<file path="src/rtl/sp_word_assembler_if.sv">
// Handshake bundle between the shift stage, the word assembler and its consumer.
// Optional out_parity signal is present when SP_WORD_ASSEMBLER_PARITY_EN is defined.
interface sp_word_assembler_if #(
    parameter int N = 4,
    parameter int M = 2
);
    localparam int W  = M * N;
    localparam int LW = $clog2(M + 1);

    logic          in_valid;
    logic          in_ready;
    logic [N-1:0]  in_data;
    logic          sync;
    logic          out_valid;
    logic          out_ready;
    logic [W-1:0]  out_data;
    logic [LW-1:0] level;
`ifdef SP_WORD_ASSEMBLER_PARITY_EN
    logic          out_parity;
`endif

    modport slave (
        input  in_valid, in_data, sync, out_ready,
        output in_ready, out_valid, out_data, level
`ifdef SP_WORD_ASSEMBLER_PARITY_EN
        , output out_parity
`endif
    );

    modport master (
        output in_valid, in_data, sync, out_ready,
        input  in_ready, out_valid, out_data, level
`ifdef SP_WORD_ASSEMBLER_PARITY_EN
        , input out_parity
`endif
    );
endinterface

</file>
<file path="src/rtl/sp_word_assembler.sv">
// Groups N-bit input groups into M*N-bit words with a one-word park buffer behind the output register.
// Define SP_WORD_ASSEMBLER_PARITY_EN to add an even-parity bit registered alongside out_data.
module sp_word_assembler #(
    parameter int N = 4,
    parameter int M = 2
) (
    input logic               clk,
    input logic               reset,
    sp_word_assembler_if.slave s
);
    localparam int W  = M * N;
    localparam int LW = $clog2(M + 1);
    localparam logic [LW-1:0] CNT_FULL = LW'(M);
    localparam logic [LW-1:0] CNT_LAST = LW'(M - 1);

    logic [W-1:0]  r_acc;
    logic [W-1:0]  r_out_data;
    logic [LW-1:0] r_cnt;
    logic          r_out_valid;
`ifdef SP_WORD_ASSEMBLER_PARITY_EN
    logic          r_out_parity;
`endif

    logic          w_parked;
    logic          w_accept;
    logic          w_pop;
    logic          w_slot_free;
    logic [W-1:0]  w_next;

    // in_ready depends only on the counter, so there is no path from out_ready
    assign w_parked    = (r_cnt == CNT_FULL);
    assign w_accept    = s.in_valid && !w_parked;
    assign w_pop       = r_out_valid && s.out_ready;
    assign w_slot_free = !r_out_valid || w_pop;
    assign w_next      = {r_acc[W-N-1:0], s.in_data};

    always_ff @(posedge clk) begin
        if (reset) begin
            r_acc       <= '0;
            r_cnt       <= '0;
            r_out_valid <= 1'b0;
            r_out_data  <= '0;
`ifdef SP_WORD_ASSEMBLER_PARITY_EN
            r_out_parity <= 1'b0;
`endif
        end else begin
            if (w_pop) begin
                r_out_valid <= 1'b0;
            end
            if (w_parked) begin
                // sync is ignored while a complete word waits in the accumulator
                if (w_pop) begin
                    r_out_data  <= r_acc;
                    r_out_valid <= 1'b1;
                    r_cnt       <= '0;
`ifdef SP_WORD_ASSEMBLER_PARITY_EN
                    r_out_parity <= ^r_acc;
`endif
                end
            end else if (w_accept) begin
                r_acc <= w_next;
                if (s.sync) begin
                    r_cnt <= LW'(1);
                end else if (r_cnt == CNT_LAST) begin
                    if (w_slot_free) begin
                        r_out_data  <= w_next;
                        r_out_valid <= 1'b1;
                        r_cnt       <= '0;
`ifdef SP_WORD_ASSEMBLER_PARITY_EN
                        r_out_parity <= ^w_next;
`endif
                    end else begin
                        r_cnt <= CNT_FULL;
                    end
                end else begin
                    r_cnt <= r_cnt + 1'b1;
                end
            end else if (s.sync) begin
                r_cnt <= '0;
            end
        end
    end

    assign s.in_ready  = !w_parked;
    assign s.out_valid = r_out_valid;
    assign s.out_data  = r_out_data;
    assign s.level     = r_cnt;
`ifdef SP_WORD_ASSEMBLER_PARITY_EN
    assign s.out_parity = r_out_parity;
`endif
endmodule

</file>
<file path="src/flat_wrapper.sv">
// flat-port wrapper written by rule: the top's interface ports become plain ports
module sp_word_assembler_flat 
#(
    parameter int N = 4,
    parameter int M = 2
)
  (clk, reset, s_in_valid, s_in_data, s_sync, s_out_ready, s_in_ready, s_out_valid, s_out_data, s_level);
  sp_word_assembler_if #(.N(N), .M(M)) s_i ();
  input logic clk;
  input logic reset;
  input wire logic [$bits(s_i.in_valid)-1:0] s_in_valid;
  input wire logic [$bits(s_i.in_data)-1:0] s_in_data;
  input wire logic [$bits(s_i.sync)-1:0] s_sync;
  input wire logic [$bits(s_i.out_ready)-1:0] s_out_ready;
  output wire logic [$bits(s_i.in_ready)-1:0] s_in_ready;
  output wire logic [$bits(s_i.out_valid)-1:0] s_out_valid;
  output wire logic [$bits(s_i.out_data)-1:0] s_out_data;
  output wire logic [$bits(s_i.level)-1:0] s_level;
  assign s_i.in_valid = s_in_valid;
  assign s_i.in_data = s_in_data;
  assign s_i.sync = s_sync;
  assign s_i.out_ready = s_out_ready;
  assign s_in_ready = s_i.in_ready;
  assign s_out_valid = s_i.out_valid;
  assign s_out_data = s_i.out_data;
  assign s_level = s_i.level;
  sp_word_assembler #(.N(N), .M(M)) u_core (.clk(clk), .reset(reset), .s(s_i));
endmodule
</file>
<file path="config.mk">
export PLATFORM = sky130hd
export DESIGN_NAME = sp_word_assembler_flat
export DESIGN_NICKNAME = d
export VERILOG_FILES = /design/src/rtl/sp_word_assembler_if.sv /design/src/rtl/sp_word_assembler.sv /design/src/flat_wrapper.sv
export SDC_FILE = /design/constraint.sdc
export NUM_CORES = 1
export LEC_CHECK = 0
export CAP_MARGIN = 15
export CORE_MARGIN = 2
export CORE_UTILIZATION = 55
export CTS_BUF_LIST = sky130_fd_sc_hd__clkbuf_2
export CTS_CLUSTER_DIAMETER = 30
export DETAILED_ROUTE_END_ITERATION = 12
export PLACE_DENSITY = 0.83
export SYNTH_ARGS = -nofsm -noshare
export SYNTH_HDL_FRONTEND = slang
export SYNTH_SLANG_ARGS = --single-unit
</file>
<file path="constraint.sdc">
create_clock -name clk -period 3.65 [get_ports clk]
set_input_delay 0.9125 -clock clk [delete_from_list [all_inputs] [get_ports clk]]
set_output_delay 0.9125 -clock clk [all_outputs]
set_load 0.02 [all_outputs]
</file>
==> impl_results.rst <==
.. list-table::
   :header-rows: 1

   * - Metric
     - Value
   * - Worst relative slew slack
     - 43.4%
   * - Unrepaired setup endpoints after global routing
     - no
   * - Buffers and inverters on the worst path
     - 3
   * - Largest clock skew in the final design
     - 0.00534 ns
   * - Max-Cap Viols
     - 0
   * - Overflow after GRT
     - 0
   * - Post-layout power
     - 0.000353 W
   * - Clock tree from TritonCTS
     - yes
   * - Class of the worst hold path
     - reg2reg
   * - Area grow syn2layout
     - 21.7%
   * - Reg-to-reg startpoint
     - u_core.s.level[0]$_SDFFE_PP0P_
   * - Final nets
     - 138
   * - Kind of critical path
     - reg2out
   * - Crit Path Max Fanout
     - 7
   * - Post CTS Setup Buffer Count
     - 0
   * - Quantity of hold-fixing buffers added after cts
     - 0
   * - Global placement routability congestion
     - 0.861
   * - Uppermost metal layer occupied by signal nets
     - met4
   * - Minimum clock period after layout
     - 2.77 ns
   * - Number of enable flip-flop cells after synthesis
     - 0
   * - Critical R2R Capture
     - u_core.s.level[0]$_SDFFE_PP0P_
   * - Worst skew pair latency
     - 0.30 ns
   * - Die outline height
     - 45.6 µm
   * - Most repeated library cell on the critical path
     - sky130_fd_sc_hd__inv_1
   * - Synth Net Count
     - 119
   * - Number of buffers inserted by port buffering
     - 20
   * - Setup TNS Final
     - 0 ns
   * - Root cell of the clock tree
     - sky130_fd_sc_hd__clkbuf_2
   * - Number of cells on the critical path
     - 4
   * - Data arrival, critical path
     - 1.86 ns
   * - Synthesis Warnings
     - 0
   * - Number of sinks handled by clock tree synthesis
     - 19
   * - Final Hold Violating Endpoints
     - 0
   * - Power density cells
     - 305 nW/µm²
   * - Async set or reset register ratio after synthesis
     - 0%
   * - Total met2 wirelength after detailed routing
     - 862 µm
   * - End of the critical path
     - s_in_ready
   * - First-pass GRT wire length
     - 2.77 mm
   * - Fmax
     - 0.361 GHz
   * - Static leakage power
     - 0.433 nW
   * - Number of vias after detailed routing
     - 763
   * - Sort of element at the start of the critical path
     - flip-flop
   * - Fraction of the core area covered by cells at the end of the flow
     - 69.2%
   * - Largest buffer count on any clock path
     - 2
   * - Area of the core
     - 1670 µm²
   * - Avg Cell Area, Syn
     - 8.88 µm²
   * - Num CTS Buffers
     - 3
   * - Synthesized netlist cell count
     - 107
   * - Hpwl dp
     - 1.29 mm
   * - Area of the die
     - 2080 µm²
   * - Number of global-route vias before repair
     - 688
   * - Number of rows in the core area
     - 15
   * - Worst-case vdd ir drop
     - 284 µV
   * - Boundary pin count
     - 21
   * - Antenna viol nets, final
     - 0
   * - Peak per-stage delay on the critical path
     - 0.61 ns
   * - Worst EP required
     - 2.74 ns
   * - Post-synthesis sequential element count
     - 19
   * - Number of slew-limit violations in the final report
     - 0
   * - Number of antenna violations at the first check in global routing
     - 0
   * - Met1 Routed Length
     - 766 µm
   * - Worst setup startpoint
     - u_core.s.level[0]$_SDFFE_PP0P_
   * - Largest net degree at the start of global routing
     - 28
   * - Critical-path cell list
     - inv_1 -> ha_1 -> inv_1 -> clkdlybuf4s50_1
   * - Worst-path cell with the longest stage delay
     - sky130_fd_sc_hd__clkdlybuf4s50_1
   * - Global Route Usage Sum
     - 18.6%
   * - Htree depth
     - 1
   * - Worst path top cell family by delay
     - buffers and inverters
   * - Register-to-register path setup slack
     - 1.79 ns
   * - Number of setup violations in the final report
     - 0
   * - Initial core utilization
     - 56.9%
   * - Register clock-pin slew on the reported worst setup and hold paths
     - 0.17 ns
   * - Number of distinct library cells after synthesis
     - 21
   * - Resized cells post-CTS
     - 0
   * - Drc violations
     - 0
   * - Sort of element at the end of the critical path
     - output pin
   * - # fillers
     - 145
   * - Die boundary width
     - 45.6 µm
   * - Detailed route wirelength on metal3
     - 62 µm
   * - Primary FF master, synth
     - sky130_fd_sc_hd__dfxtp_1
   * - Synthesized cell area
     - 950 µm²
   * - Worst Reg2Reg Path Length in Cells
     - 5
   * - Starting DRC count in detailed routing
     - 5
   * - Final routed wire length divided by cell count
     - 12.2 µm
   * - Detail-routed via count per cell
     - 5.37
   * - Total Routed Length
     - 1.74 mm
   * - Total inserted antenna cells
     - 0
   * - Ratio of cells with drive above 1 in the final layout
     - 11.2%
   * - Worst Tran Pin Value
     - 0.846 ns
   * - Iteration count of the initial detailed-routing pass
     - 7
   * - Share of the clock period used by the worst path after layout
     - 75.8%
   * - Share of synthesized area occupied by flip-flops and latches
     - 40.1%
   * - Result of the run
     - complete, no violations
[cell type report]
type                    instances  area [µm²]  share of cell area (%)
multi-input cells              78         519                    44.9
flip-flops and latches         19         380                    32.9
repair buffers                 20         200                    17.3
well taps                      17        21.3                    1.84
clock buffers                   4        20.0                    1.73
inverters                       4        15.0                    1.30
[stage by stage]
stage | cell area [µm²] | setup slack (ns) | hold slack (ns) | instances
2_1_floorplan | 950 | 1.68 | 0.436 | 107
3_3_place_gp | 1140 | 1.19 | 0.443 | 138
6_report | 1160 | 0.882 | 0.470 | 142
5_1_grt | 1160 | 0.748 | 0.505 | 142
3_5_place_dp | 1140 | 1.14 | 0.450 | 138
4_1_cts | 1160 | 0.860 | 0.471 | 142
[placed cells by master, fill, tap and decap left out]
master and instances:
sky130_fd_sc_hd__mux2_2 8, sky130_fd_sc_hd__clkbuf_2 4, sky130_fd_sc_hd__o211ai_1 1, sky130_fd_sc_hd__and4bb_2 1, sky130_fd_sc_hd__ha_1 3, sky130_fd_sc_hd__nand2b_1 2
sky130_fd_sc_hd__nor3_1 1, sky130_fd_sc_hd__dfxtp_1 19, sky130_fd_sc_hd__clkdlybuf4s50_1 20, sky130_fd_sc_hd__and2_1 1, sky130_fd_sc_hd__a21boi_0 1, sky130_fd_sc_hd__nand2_1 16
sky130_fd_sc_hd__o221ai_4 1, sky130_fd_sc_hd__a21oi_1 11, sky130_fd_sc_hd__nor2_1 11, sky130_fd_sc_hd__nor2b_1 10, sky130_fd_sc_hd__o21ai_0 2, sky130_fd_sc_hd__mux2i_1 8
sky130_fd_sc_hd__inv_1 4, sky130_fd_sc_hd__nand3_1 1
[how the worst min path moves through the flow]
stage                            startpoint                            to  slack, ns  cells after the start
6_report       u_core.r_acc[7]$_SDFFE_PP0P_  u_core.r_acc[7]$_SDFFE_PP0P_       0.47                      2
5_1_grt        u_core.r_acc[7]$_SDFFE_PP0P_  u_core.r_acc[7]$_SDFFE_PP0P_       0.50                      2
4_1_cts        u_core.r_acc[7]$_SDFFE_PP0P_  u_core.r_acc[7]$_SDFFE_PP0P_       0.47                      2
3_5_place_dp   u_core.r_acc[7]$_SDFFE_PP0P_  u_core.r_acc[7]$_SDFFE_PP0P_       0.45                      2
3_3_place_gp   u_core.r_acc[4]$_SDFFE_PP0P_  u_core.r_acc[4]$_SDFFE_PP0P_       0.44                      2
2_1_floorplan  u_core.r_acc[4]$_SDFFE_PP0P_  u_core.r_acc[4]$_SDFFE_PP0P_       0.44                      2
[state kept, by name (all words and copies together) (netlist names)]
| register | count |
|---|---|
| u_core.s.level | 2 |
| u_core.r_acc | 8 |
| u_core.s.out_data | 8 |
| u_core.s.out_valid | 1 |
[report_power, final]
group          switching, W  leakage (nW)  internal, W
Sequential       0.00000440         0.155     0.000214
Combinational     0.0000229         0.262    0.0000218
Clock             0.0000611        0.0166    0.0000290
Total             0.0000884         0.433     0.000265
[tightest hold or removal path: stages, from the launching register on]
cell and delay [ns]:
sky130_fd_sc_hd__dfxtp_1 0.34, sky130_fd_sc_hd__nand2_1 0.05, sky130_fd_sc_hd__a21oi_1 0.05
[logic make-up (layout without fill, tap and decap cells)]
group / after synthesis / in the layout / synth area share [%]
buffers and inverters: 10 / 28 / 5.27
adders and majority gates: 3 / 3 / 3.95
AOI/OAI and AO/OA: 16 / 16 / 11.2
muxes: 16 / 16 / 17.9
DFF: 19 / 19 / 40.1
and+or+nand+nor: 43 / 43 / 21.6
[routing by layer]
layer	vias to the layer above	track usage (%)
li1	387	-
met2	22	32.4
met4	0	11.2
met1	347	21.0
met3	7	2.78
met5	-	0
[synthesized netlist by cell type, types with 2 or more instances]
| master | instances | area, µm² |
|---|---|---|
| sky130_fd_sc_hd__nor2b_1 | 10 | 62.6 |
| sky130_fd_sc_hd__a21oi_1 | 11 | 55.1 |
| sky130_fd_sc_hd__nand2b_1 | 2 | 12.5 |
| sky130_fd_sc_hd__nand2_1 | 16 | 60.1 |
| sky130_fd_sc_hd__dfxtp_1 | 19 | 380 |
| sky130_fd_sc_hd__inv_1 | 4 | 15.0 |
| sky130_fd_sc_hd__nor2_1 | 11 | 41.3 |
| sky130_fd_sc_hd__mux2_2 | 8 | 90.1 |
| sky130_fd_sc_hd__o21ai_0 | 2 | 10.0 |
| sky130_fd_sc_hd__ha_1 | 3 | 37.5 |
| sky130_fd_sc_hd__mux2i_1 | 8 | 80.1 |
| sky130_fd_sc_hd__buf_2 | 4 | 20.0 |
Power figures use the tool's default switching activity.
